**config.mk**
```make
export PLATFORM = sky130hd
export DESIGN_NAME = cpu_sequencer
export DESIGN_NICKNAME = d
export VERILOG_FILES = /design/src/rtl/cpu_pkg.sv /design/src/rtl/cpu_decode.sv /design/src/rtl/cpu_sequencer.sv
export SDC_FILE = /design/constraint.sdc
export NUM_CORES = 1
export LEC_CHECK = 0
export ABC_CLOCK_PERIOD_IN_PS = 3500
export BUFFER_PORTS_ARGS = -buffer_cell sky130_fd_sc_hd__buf_2
export CAP_MARGIN = 20
export CORE_MARGIN = 8
export CORE_UTILIZATION = 33
export CTS_BUF_LIST = sky130_fd_sc_hd__clkbuf_8 sky130_fd_sc_hd__clkbuf_16
export DETAILED_ROUTE_END_ITERATION = 7
export GPL_ROUTABILITY_DRIVEN = 0
export SLEW_MARGIN = 5
export SYNTH_ARGS = -nofsm -noshare
export SYNTH_HDL_FRONTEND = slang
export SYNTH_SLANG_ARGS = --single-unit
```
**constraint.sdc**
```tcl
create_clock -name clk -period 3.5 [get_ports clk]
set_input_delay 0.525 -clock clk [delete_from_list [all_inputs] [get_ports clk]]
set_output_delay 0.525 -clock clk [all_outputs]
set_load 0.05 [all_outputs]
```
**src/rtl/cpu_pkg.sv**
```systemverilog
// cpu_pkg -- shared definitions for the stack-machine control sequencer.
//
// Holds the opcode map, ALU function codes, the select encodings used on the
// datapath multiplexers, the sequencer state enum and the instruction class
// that the sequencer remembers between DECODE and the end of an instruction.
//
// Optional feature macro: CPU_SEQ_CALL_EN (CALL/RET opcodes, see cpu_decode).
package cpu_pkg;

  // Opcode map (bits [15:10] of the command register)
  localparam int OP_NOP   = 'h00;
  localparam int OP_PUSHI = 'h01;
  localparam int OP_POP   = 'h02;
  localparam int OP_ADD   = 'h03;
  localparam int OP_SUB   = 'h04;
  localparam int OP_AND   = 'h05;
  localparam int OP_OR    = 'h06;
  localparam int OP_XOR   = 'h07;
  localparam int OP_JMP   = 'h08;
  localparam int OP_CALL  = 'h09;
  localparam int OP_RET   = 'h0A;
  localparam int OP_HALT  = 'h3F;

  // ALU function codes
  localparam int ALU_PASS_A = 0;
  localparam int ALU_ADD    = 1;
  localparam int ALU_SUB    = 2;
  localparam int ALU_AND    = 3;
  localparam int ALU_OR     = 4;
  localparam int ALU_XOR    = 5;

  // SR / PC next-value select
  localparam logic [1:0] SEL_ALU    = 2'd0;
  localparam logic [1:0] SEL_INCDEC = 2'd1;
  localparam logic [1:0] SEL_START  = 2'd2;

  // Memory address select
  localparam logic [1:0] ADDR_SR_OUT = 2'd0;
  localparam logic [1:0] ADDR_SR_ID  = 2'd1;
  localparam logic [1:0] ADDR_PC_OUT = 2'd2;
  localparam logic [1:0] ADDR_PC_ID  = 2'd3;

  // Memory write-data select
  localparam logic [1:0] DATA_SR_OUT  = 2'd0;
  localparam logic [1:0] DATA_PC_ID   = 2'd1;
  localparam logic [1:0] DATA_ALU_RES = 2'd2;
  localparam logic [1:0] DATA_CMD     = 2'd3;

  typedef enum logic [3:0] {
    S_INIT,
    S_FETCH,
    S_DECODE,
    S_POPA_INC,
    S_POPA_RD,
    S_POPB_INC,
    S_POPB_RD,
    S_PUSH_IMM,
    S_PUSH_ALU,
    S_CALL_PUSH,
    S_JUMP,
    S_HALT,
    S_ERROR
  } state_t;

  // What to do after the first operand has been popped into R1
  typedef enum logic [2:0] {
    CLS_NONE,
    CLS_POP,
    CLS_BIN,
    CLS_JMP,
    CLS_CALL
  } op_class_t;

endpackage

```
**src/rtl/cpu_decode.sv**
```systemverilog
// cpu_decode -- purely combinational opcode decoder.
//
// Ports:
//   opcode      in   OPCODE_W    current command opcode
//   first_state out  state_t     state entered right after DECODE
//   op_class    out  op_class_t  continuation after the first pop
//   alu_func    out  ALU_FUNC_W  ALU function used by PUSH_ALU
//   legal       out  1           opcode is recognised (not routed to ERROR)
//
// Optional feature macro: CPU_SEQ_CALL_EN -- when defined, 0x09 decodes as
// CALL and 0x0A as RET (behaves like JMP); otherwise both are illegal.
module cpu_decode
  import cpu_pkg::*;
#(
  parameter int OPCODE_W   = 6,
  parameter int ALU_FUNC_W = 3
) (
  input  logic [OPCODE_W-1:0]   opcode,
  output state_t                first_state,
  output op_class_t             op_class,
  output logic [ALU_FUNC_W-1:0] alu_func,
  output logic                  legal
);

  always_comb begin
    first_state = S_ERROR;
    op_class    = CLS_NONE;
    alu_func    = ALU_FUNC_W'(ALU_PASS_A);
    legal       = 1'b0;
    case (opcode)
      OPCODE_W'(OP_NOP): begin
        legal       = 1'b1;
        first_state = S_FETCH;
      end
      OPCODE_W'(OP_PUSHI): begin
        legal       = 1'b1;
        first_state = S_PUSH_IMM;
      end
      OPCODE_W'(OP_POP): begin
        legal       = 1'b1;
        first_state = S_POPA_INC;
        op_class    = CLS_POP;
      end
      OPCODE_W'(OP_ADD): begin
        legal       = 1'b1;
        first_state = S_POPA_INC;
        op_class    = CLS_BIN;
        alu_func    = ALU_FUNC_W'(ALU_ADD);
      end
      OPCODE_W'(OP_SUB): begin
        legal       = 1'b1;
        first_state = S_POPA_INC;
        op_class    = CLS_BIN;
        alu_func    = ALU_FUNC_W'(ALU_SUB);
      end
      OPCODE_W'(OP_AND): begin
        legal       = 1'b1;
        first_state = S_POPA_INC;
        op_class    = CLS_BIN;
        alu_func    = ALU_FUNC_W'(ALU_AND);
      end
      OPCODE_W'(OP_OR): begin
        legal       = 1'b1;
        first_state = S_POPA_INC;
        op_class    = CLS_BIN;
        alu_func    = ALU_FUNC_W'(ALU_OR);
      end
      OPCODE_W'(OP_XOR): begin
        legal       = 1'b1;
        first_state = S_POPA_INC;
        op_class    = CLS_BIN;
        alu_func    = ALU_FUNC_W'(ALU_XOR);
      end
      OPCODE_W'(OP_JMP): begin
        legal       = 1'b1;
        first_state = S_POPA_INC;
        op_class    = CLS_JMP;
      end
`ifdef CPU_SEQ_CALL_EN
      OPCODE_W'(OP_CALL): begin
        legal       = 1'b1;
        first_state = S_POPA_INC;
        op_class    = CLS_CALL;
      end
      // RET pops the return address and jumps to it, exactly like JMP
      OPCODE_W'(OP_RET): begin
        legal       = 1'b1;
        first_state = S_POPA_INC;
        op_class    = CLS_JMP;
      end
`endif
      OPCODE_W'(OP_HALT): begin
        legal       = 1'b1;
        first_state = S_HALT;
      end
      default: begin
        legal       = 1'b0;
        first_state = S_ERROR;
      end
    endcase
  end

endmodule

```
**src/rtl/cpu_sequencer.sv**
```systemverilog
// cpu_sequencer -- Moore control FSM for a small stack-machine CPU.
//
// Ports:
//   clk, rst_n                 clock, synchronous active-low reset
//   opcode        in  OPCODE_W command register bits [15:10]
//   cmd_w r1_w r2_w sr_w pc_w  out register write enables
//   sr_inc pc_inc              out incdec direction (1 = +1, 0 = -1)
//   sr_sel pc_sel        [1:0] out next-value select (ALU/incdec/start)
//   addr_sel             [1:0] out memory address select
//   data_sel             [1:0] out memory write data select
//   alu_func    [ALU_FUNC_W-1:0] out ALU function
//   write_memory error halted  out
//
// Optional feature macro: CPU_SEQ_CALL_EN enables CALL (0x09) and RET (0x0A).
module cpu_sequencer
  import cpu_pkg::*;
#(
  parameter int OPCODE_W   = 6,
  parameter int ALU_FUNC_W = 3
) (
  input  logic                  clk,
  input  logic                  rst_n,
  input  logic [OPCODE_W-1:0]   opcode,
  output logic                  cmd_w,
  output logic                  r1_w,
  output logic                  r2_w,
  output logic                  sr_w,
  output logic                  pc_w,
  output logic                  sr_inc,
  output logic                  pc_inc,
  output logic [1:0]            sr_sel,
  output logic [1:0]            pc_sel,
  output logic [1:0]            addr_sel,
  output logic [1:0]            data_sel,
  output logic [ALU_FUNC_W-1:0] alu_func,
  output logic                  write_memory,
  output logic                  error,
  output logic                  halted
);

  state_t                state_q, state_d;
  logic                  direct_q, direct_d;
  op_class_t             class_q;
  logic [ALU_FUNC_W-1:0] alu_q;

  state_t                dec_first;
  op_class_t             dec_class;
  logic [ALU_FUNC_W-1:0] dec_alu;
  logic                  dec_legal;

  cpu_decode #(
    .OPCODE_W   (OPCODE_W),
    .ALU_FUNC_W (ALU_FUNC_W)
  ) u_decode (
    .opcode      (opcode),
    .first_state (dec_first),
    .op_class    (dec_class),
    .alu_func    (dec_alu),
    .legal       (dec_legal)
  );

  // State and direct-fetch flag. The flag means "PC already holds the address
  // of the next command", so FETCH reads PC_out instead of pre-incrementing.
  always_ff @(posedge clk) begin
    if (!rst_n) begin
      state_q  <= S_INIT;
      direct_q <= 1'b0;
    end else begin
      state_q  <= state_d;
      direct_q <= direct_d;
    end
  end

  // The instruction class and ALU function are captured only in DECODE so a
  // later change on opcode cannot disturb an instruction in flight.
  always_ff @(posedge clk) begin
    if (!rst_n) begin
      class_q <= CLS_NONE;
      alu_q   <= '0;
    end else if (state_q == S_DECODE && dec_legal) begin
      class_q <= dec_class;
      alu_q   <= dec_alu;
    end
  end

  always_comb begin
    state_d      = state_q;
    direct_d     = direct_q;
    cmd_w        = 1'b0;
    r1_w         = 1'b0;
    r2_w         = 1'b0;
    sr_w         = 1'b0;
    pc_w         = 1'b0;
    sr_inc       = 1'b0;
    pc_inc       = 1'b0;
    sr_sel       = SEL_ALU;
    pc_sel       = SEL_ALU;
    addr_sel     = ADDR_SR_OUT;
    data_sel     = DATA_SR_OUT;
    alu_func     = ALU_FUNC_W'(ALU_PASS_A);
    write_memory = 1'b0;
    error        = 1'b0;
    halted       = 1'b0;
    case (state_q)
      S_INIT: begin
        sr_w     = 1'b1;
        pc_w     = 1'b1;
        sr_sel   = SEL_START;
        pc_sel   = SEL_START;
        direct_d = 1'b1;
        state_d  = S_FETCH;
      end
      S_FETCH: begin
        cmd_w = 1'b1;
        if (direct_q) begin
          addr_sel = ADDR_PC_OUT;
        end else begin
          addr_sel = ADDR_PC_ID;
          pc_w     = 1'b1;
          pc_sel   = SEL_INCDEC;
          pc_inc   = 1'b1;
        end
        direct_d = 1'b0;
        state_d  = S_DECODE;
      end
      S_DECODE: begin
        state_d = dec_first;
      end
      // The stack grows downwards, so a pop increments SR first
      S_POPA_INC, S_POPB_INC: begin
        sr_w    = 1'b1;
        sr_sel  = SEL_INCDEC;
        sr_inc  = 1'b1;
        state_d = (state_q == S_POPA_INC) ? S_POPA_RD : S_POPB_RD;
      end
      S_POPA_RD: begin
        addr_sel = ADDR_SR_OUT;
        r1_w     = 1'b1;
        case (class_q)
          CLS_BIN:  state_d = S_POPB_INC;
          CLS_JMP:  state_d = S_JUMP;
          CLS_CALL: state_d = S_CALL_PUSH;
          default:  state_d = S_FETCH;
        endcase
      end
      S_POPB_RD: begin
        addr_sel = ADDR_SR_OUT;
        r2_w     = 1'b1;
        state_d  = S_PUSH_ALU;
      end
      S_PUSH_IMM, S_PUSH_ALU: begin
        addr_sel     = ADDR_SR_OUT;
        write_memory = 1'b1;
        sr_w         = 1'b1;
        sr_sel       = SEL_INCDEC;
        sr_inc       = 1'b0;
        if (state_q == S_PUSH_ALU) begin
          data_sel = DATA_ALU_RES;
          alu_func = alu_q;
        end else begin
          data_sel = DATA_CMD;
        end
        state_d = S_FETCH;
      end
      // Pushes PC_out + 1 (the incdec output) as the return address
      S_CALL_PUSH: begin
        addr_sel     = ADDR_SR_OUT;
        data_sel     = DATA_PC_ID;
        pc_inc       = 1'b1;
        write_memory = 1'b1;
        sr_w         = 1'b1;
        sr_sel       = SEL_INCDEC;
        sr_inc       = 1'b0;
        state_d      = S_JUMP;
      end
      // R1 passes through the ALU into PC; the next fetch reads PC directly
      S_JUMP: begin
        alu_func = ALU_FUNC_W'(ALU_PASS_A);
        pc_w     = 1'b1;
        pc_sel   = SEL_ALU;
        direct_d = 1'b1;
        state_d  = S_FETCH;
      end
      S_HALT: begin
        halted = 1'b1;
      end
      S_ERROR: begin
        error = 1'b1;
      end
      default: begin
        state_d = S_ERROR;
      end
    endcase
  end

endmodule

```
* Word-level counts from Yosys, hierarchy flattened *
Index checks and enable logic that the tools add are counted.

word-level totals
  flip-flop bits (word level) = 11
  bits of input ports = 8
  output and inout bits = 21

cells by class
  eq/ne operators = 24
  reduce and logical (&&, ||, !) cells = 15
  muxes and demuxes = 28

operators with widths
  kind                count
  $pmux 4 s8          1
  $eq 6x3->1 const B  4
  $eq 4x4->1 const B  5
  $eq 4x3->1 const B  4
  $pmux 4 s4          1
  $pmux 3 s5          1
  $mux 1              13
  $eq 6x2->1 const B  2
  $pmux 2 s2          3
  $pmux 4 s3          1
  $reduce_or 10->1    1
  $reduce_or 5->1     2
  $eq 4x2->1 const B  2
  $reduce_or 2->1     4
  $reduce_or 7->1     1
  $eq 3x2->1 const B  2
  $eq 6x1->1 const B  1
  $eq 6x4->1 const B  1
  $eq 6x6->1 const B  1
  $logic_not 6->1     1
  $mux 3              2
  $pmux 1 s2          3
  $pmux 2 s3          1
  $reduce_or 6->1     1
  8 further kinds     9

* Depth between registers and ports, before layout *
  word-level depth = 4
  mapped depth = 5
  depth with buffers taken out = 4

* Modules after synthesis *
From an unflattened synthesis, not the netlist that was laid out.

unflattened totals
  cells, all modules = 135
  area, all modules = 968.4 um^2

by module, submodules not included
  module         cells an instance  area each (um^2)  instances
  cpu_sequencer  107                777.0             1
  cpu_decode     28                 191.4             1

* Least setup slack after synthesis *
No wires, ideal clock.

  path type = register -> output
  from = register state_q[0]
  to = output port pc_sel[0]
  stages on the path, launching flop included = 5
  path slack = 195 ps
  required time = 2975 ps
  path buffers = 2
  data arrival time = 2780 ps
  cell sequence = dfxtp_1 clkbuf_1 nand2b_1 nor4_1 buf_4

on the way
  longest elaborated chain between the ends = 2
  elaborated cells between the ends (all ways) = 3

RTL lines
  element                                        RTL line              RTL
  start: declaration                             cpu_sequencer.sv:41   state_t state_q, state_d;
  start signal: assignment                       cpu_sequencer.sv:69   state_q <= state_d;
  $eq 4x1->1 or $logic_not 4->1 (tied branches)  cpu_sequencer.sv:104  case (state_q)
  $pmux 2 s2 (*)                                 cpu_sequencer.sv:104
  end: declaration                               cpu_sequencer.sv:32   output logic [1:0] pc_sel,

Every way passes the cells marked *; elsewhere a longest branch is shown, timed or not.

* Worst setup path in the final report *
  from = register state_q[2]
  to = output port sr_sel[0]

on the way
  longest elaborated chain between the ends = 3
  elaborated cells between the ends (all ways) = 8

RTL lines
  element                                   RTL line              RTL
  $eq 4x2->1, or another cell as far along  cpu_sequencer.sv:104
  $reduce_or 5->1 (no source line)          --
  $pmux 2 s2 (*)                            cpu_sequencer.sv:104
  end: declaration                          cpu_sequencer.sv:31   output logic [1:0] sr_sel,

Marked as above.

==> impl_summary.log <==
INFO  metric grt_pass1_vias = 772
INFO  metric synth_seq_area_share = 21.9%
INFO  metric number_of_buffers_inserted_for_hold_repair_after_clock_tree_synthesis = 0
INFO  metric syn_nets = 131
INFO  metric setup.worst_path.class = reg -> out
INFO  metric die_width = 68.6 um
INFO  metric clock_insertion_delay_worst_skew = 0.23 ns
INFO  metric grt_pass1_wl = 3330 um
INFO  metric wirelength = 2110 um
INFO  metric tritoncts = built
INFO  metric core_area = 2690 um2
INFO  metric number_of_buffers_on_the_longest_clock_path = 2
INFO  metric placement_rows = 19
INFO  metric crit_family = flip-flops
INFO  metric grt_max_degree = 23
INFO  metric slew_headroom = 52.1%
INFO  metric pwr_density_cell = 457 nW/um2
INFO  metric port_buffers = 28
INFO  metric grt_util_all_layers = 8.84%
INFO  metric drive_gt1_share = 27.0%
INFO  metric max_cap_violations = 0
INFO  metric die-height = 68.6 um
INFO  metric drt-initial-drc-count = 81
INFO  metric hold-worst-slack = 0.452 ns
INFO  metric worstSetupEndpointType = output pin
INFO  metric cpPeakStageDelay = 0.78 ns
INFO  metric htree_num_levels = 1
INFO  metric postSynthRegisterBits = 10
INFO  metric drtPass1Iterations = 4
INFO  metric detailed_place.area = 1010 um2
INFO  metric synth.yosys.warnings = 0
INFO  metric area_delta_synth_final = 15.1%
INFO  metric stdcell_count = 172
INFO  metric cell_types_with_the_largest_area_share_after_synthesis = sky130_fd_sc_hd__dfxtp_1 22%, sky130_fd_sc_hd__mux2i_1 5.5%, sky130_fd_sc_hd__nand2_1 5.3%
INFO  metric route.detailed.vias_per_inst = 5.24
INFO  metric count_of_clock_tree_sinks = 10
INFO  metric detail-route-antenna-nets = 0
INFO  metric netlist_instances = 123
INFO  metric cts.repair.resized = 0
INFO  metric required = 2.97 ns
INFO  metric final_min_period_over_clock_period = 70.0%
INFO  metric design.portCount = 29
INFO  metric use_met1 = 12.1%
INFO  metric synthesis.area = 913 um2
INFO  metric synth-edff-count = 0
INFO  metric design.die.area = 4710 um2
INFO  metric cts_inserted_buffers = 3
INFO  metric worst_clock_skew = 0.00245 ns
INFO  metric asyncSetResetFlopFracSynth = 0%
INFO  metric post_cts_repair_setup_buffers = 0
INFO  metric drv_slew = 0
INFO  metric post_synth.cell_area_avg = 7.43 um2
INFO  metric finish.net_count = 151
INFO  metric cts_root_buf = sky130_fd_sc_hd__clkbuf_8
INFO  metric fmaxAchievable = 408 MHz
INFO  metric final_critical_delay_including_setup_and_external_delays = 2.45 ns
INFO  metric synthFlopType = sky130_fd_sc_hd__dfxtp_1
INFO  metric synthDominantCellAreaShare = 21.9%
INFO  metric grt_use_met2 = 12.7%
INFO  metric use_met3 = 0.808%
INFO  metric critical_path_buf_inv_count = 1
INFO  metric cp-start-kind = flip-flop
INFO  metric place_ws = 1.33 ns
INFO  metric layout_setup_ws = 1.05 ns
INFO  metric finalInstanceArea = 1050 um2
INFO  metric insertedDiodeCount = 0
INFO  metric detailed_route_drc_error_count = 0
INFO  metric clk_pin_slew = 0.04 ns
INFO  metric postLayoutCoreUtil = 39.1%
INFO  metric timing_worst_slew_pin_value = 0.718 ns
INFO  metric detail_route.wl_per_cell = 12.3 um
INFO  metric hold_path.class = reg -> reg
INFO  metric critical_path.slowest_cell = sky130_fd_sc_hd__dfxtp_1
INFO  metric ir_drop = 0.263 mV
INFO  metric antenna_found_initial = 0
INFO  metric rsz_0062_raised_after_global_routing = no
INFO  metric leakage = 0.439 nW
INFO  metric synth_cell_type_count = 41
INFO  metric report.power.total = 0.481 mW
INFO  metric dpl.hpwl = 1630 um
INFO  metric post-place-cells = 169
INFO  metric synthDominantAreaCellType = sky130_fd_sc_hd__dfxtp_1
INFO  metric status = finished, final reports clean
INFO  metric initial_core_util = 34.0%
INFO  metric crit_path_max_fanout = 21
INFO  metric busiest_layer = met2
INFO  metric hold_viol = 0
INFO  metric final.setup.tns = 0 ns
INFO  metric ordered_cell_list_for_the_critical_path = nand2b_1, o22ai_1, or2_1, buf_2
INFO  metric route.vias.total = 901
INFO  metric grt.overflow.total = 0
INFO  metric setup_violators_final = 0
INFO  metric critPathArrivalTime = 1.93 ns
## power by group
group | switching, mW | internal [mW] | leakage, nW
sequential | 0.0267 | 0.121 | 0.0815
clock | 0.0378 | 0.0747 | 0.0216
combinational | 0.158 | 0.0625 | 0.336
total | 0.222 | 0.259 | 0.439
## per-layer routing
metal | vias up | share of wire, %
met5 | - | 0
met4 | 0 | 1.3
met3 | 2 | 9.3
met2 | 27 | 40
met1 | 395 | 49
li1 | 477 | -
## worst paths after layout
kind	startpoint	end	slack [ns]	cells after the start
setup / recovery	state_q[2]$_SDFFE_PN0N_	sr_sel[0]	1.05	4
hold / removal	alu_q[1]$_SDFFE_PN0P_	alu_q[1]$_SDFFE_PN0P_	0.45	2
setup reg to reg	state_q[1]$_SDFFE_PN0N_	alu_q[0]$_SDFFE_PN0P_	1.63	3
hold reg to reg	alu_q[1]$_SDFFE_PN0P_	alu_q[1]$_SDFFE_PN0P_	0.45	2
## cells in the final DEF (no fill, tap or decap), drive strengths merged, types with 2 or more instances in the layout
master / count
mux2: 2
mux2i: 5
o22ai: 2
nor2: 13
nor2b: 3
nand2b: 4
and3: 4
nor4: 3
o31ai: 2
inv: 3
buf: 28
or3: 2
xnor2: 3
a21oi: 5
clkbuf: 3
nand4: 3
a21o: 2
nor3: 7
nand3: 3
o21ai: 5
dfxtp: 10
o21a: 2
nand2: 14
nor3b: 2
## flip-flops by register name, summed over array words and instances (netlist names)
| register | count |
|---|---|
| alu_q | 3 |
| class_q | 2 |
| state_q | 4 |
| direct_q | 1 |
## area by class of cell
type | count | area [um2]
repair buffers | 28 | 140
multi-input cells | 97 | 619
well taps | 31 | 38.8
clock buffers | 3 | 41.3
flip-flops and latches | 10 | 200
fillers | 291 | 1640
inverters | 3 | 11.3
## tightest hold or removal path, cell delays in order, from the launching register on
cell	delay [ns]
sky130_fd_sc_hd__dfxtp_1	0.30
sky130_fd_sc_hd__nand2_1	0.05
sky130_fd_sc_hd__mux2i_1	0.05
## cells by family (layout without fill, tap and decap cells)
family	count (synthesis)	in the layout	share of synthesized area, %
flops	10	10	21.9
xor+xnor	4	4	3.84
compound gates	25	25	19.7
mux	7	7	7.95
buf+inv	16	34	10.3
simple gates	61	61	36.3
## synthesized netlist by cell type, drive strengths merged, types with 2 or more instances
| library cell | count |
|---|---|
| a21o | 2 |
| a21oi | 5 |
| and3 | 4 |
| buf | 9 |
| clkbuf | 4 |
| dfxtp | 10 |
| inv | 3 |
| mux2 | 2 |
| mux2i | 5 |
| nand2 | 14 |
| nand2b | 4 |
| nand3 | 3 |
| nand4 | 3 |
| nor2 | 13 |
| nor2b | 3 |
| nor3 | 7 |
| nor3b | 2 |
| nor4 | 3 |
| o21a | 2 |
| o21ai | 5 |
| o22ai | 2 |
| o31ai | 2 |
| or3 | 2 |
| xnor2 | 3 |
No activity file was read; power rests on OpenSTA's default activity.
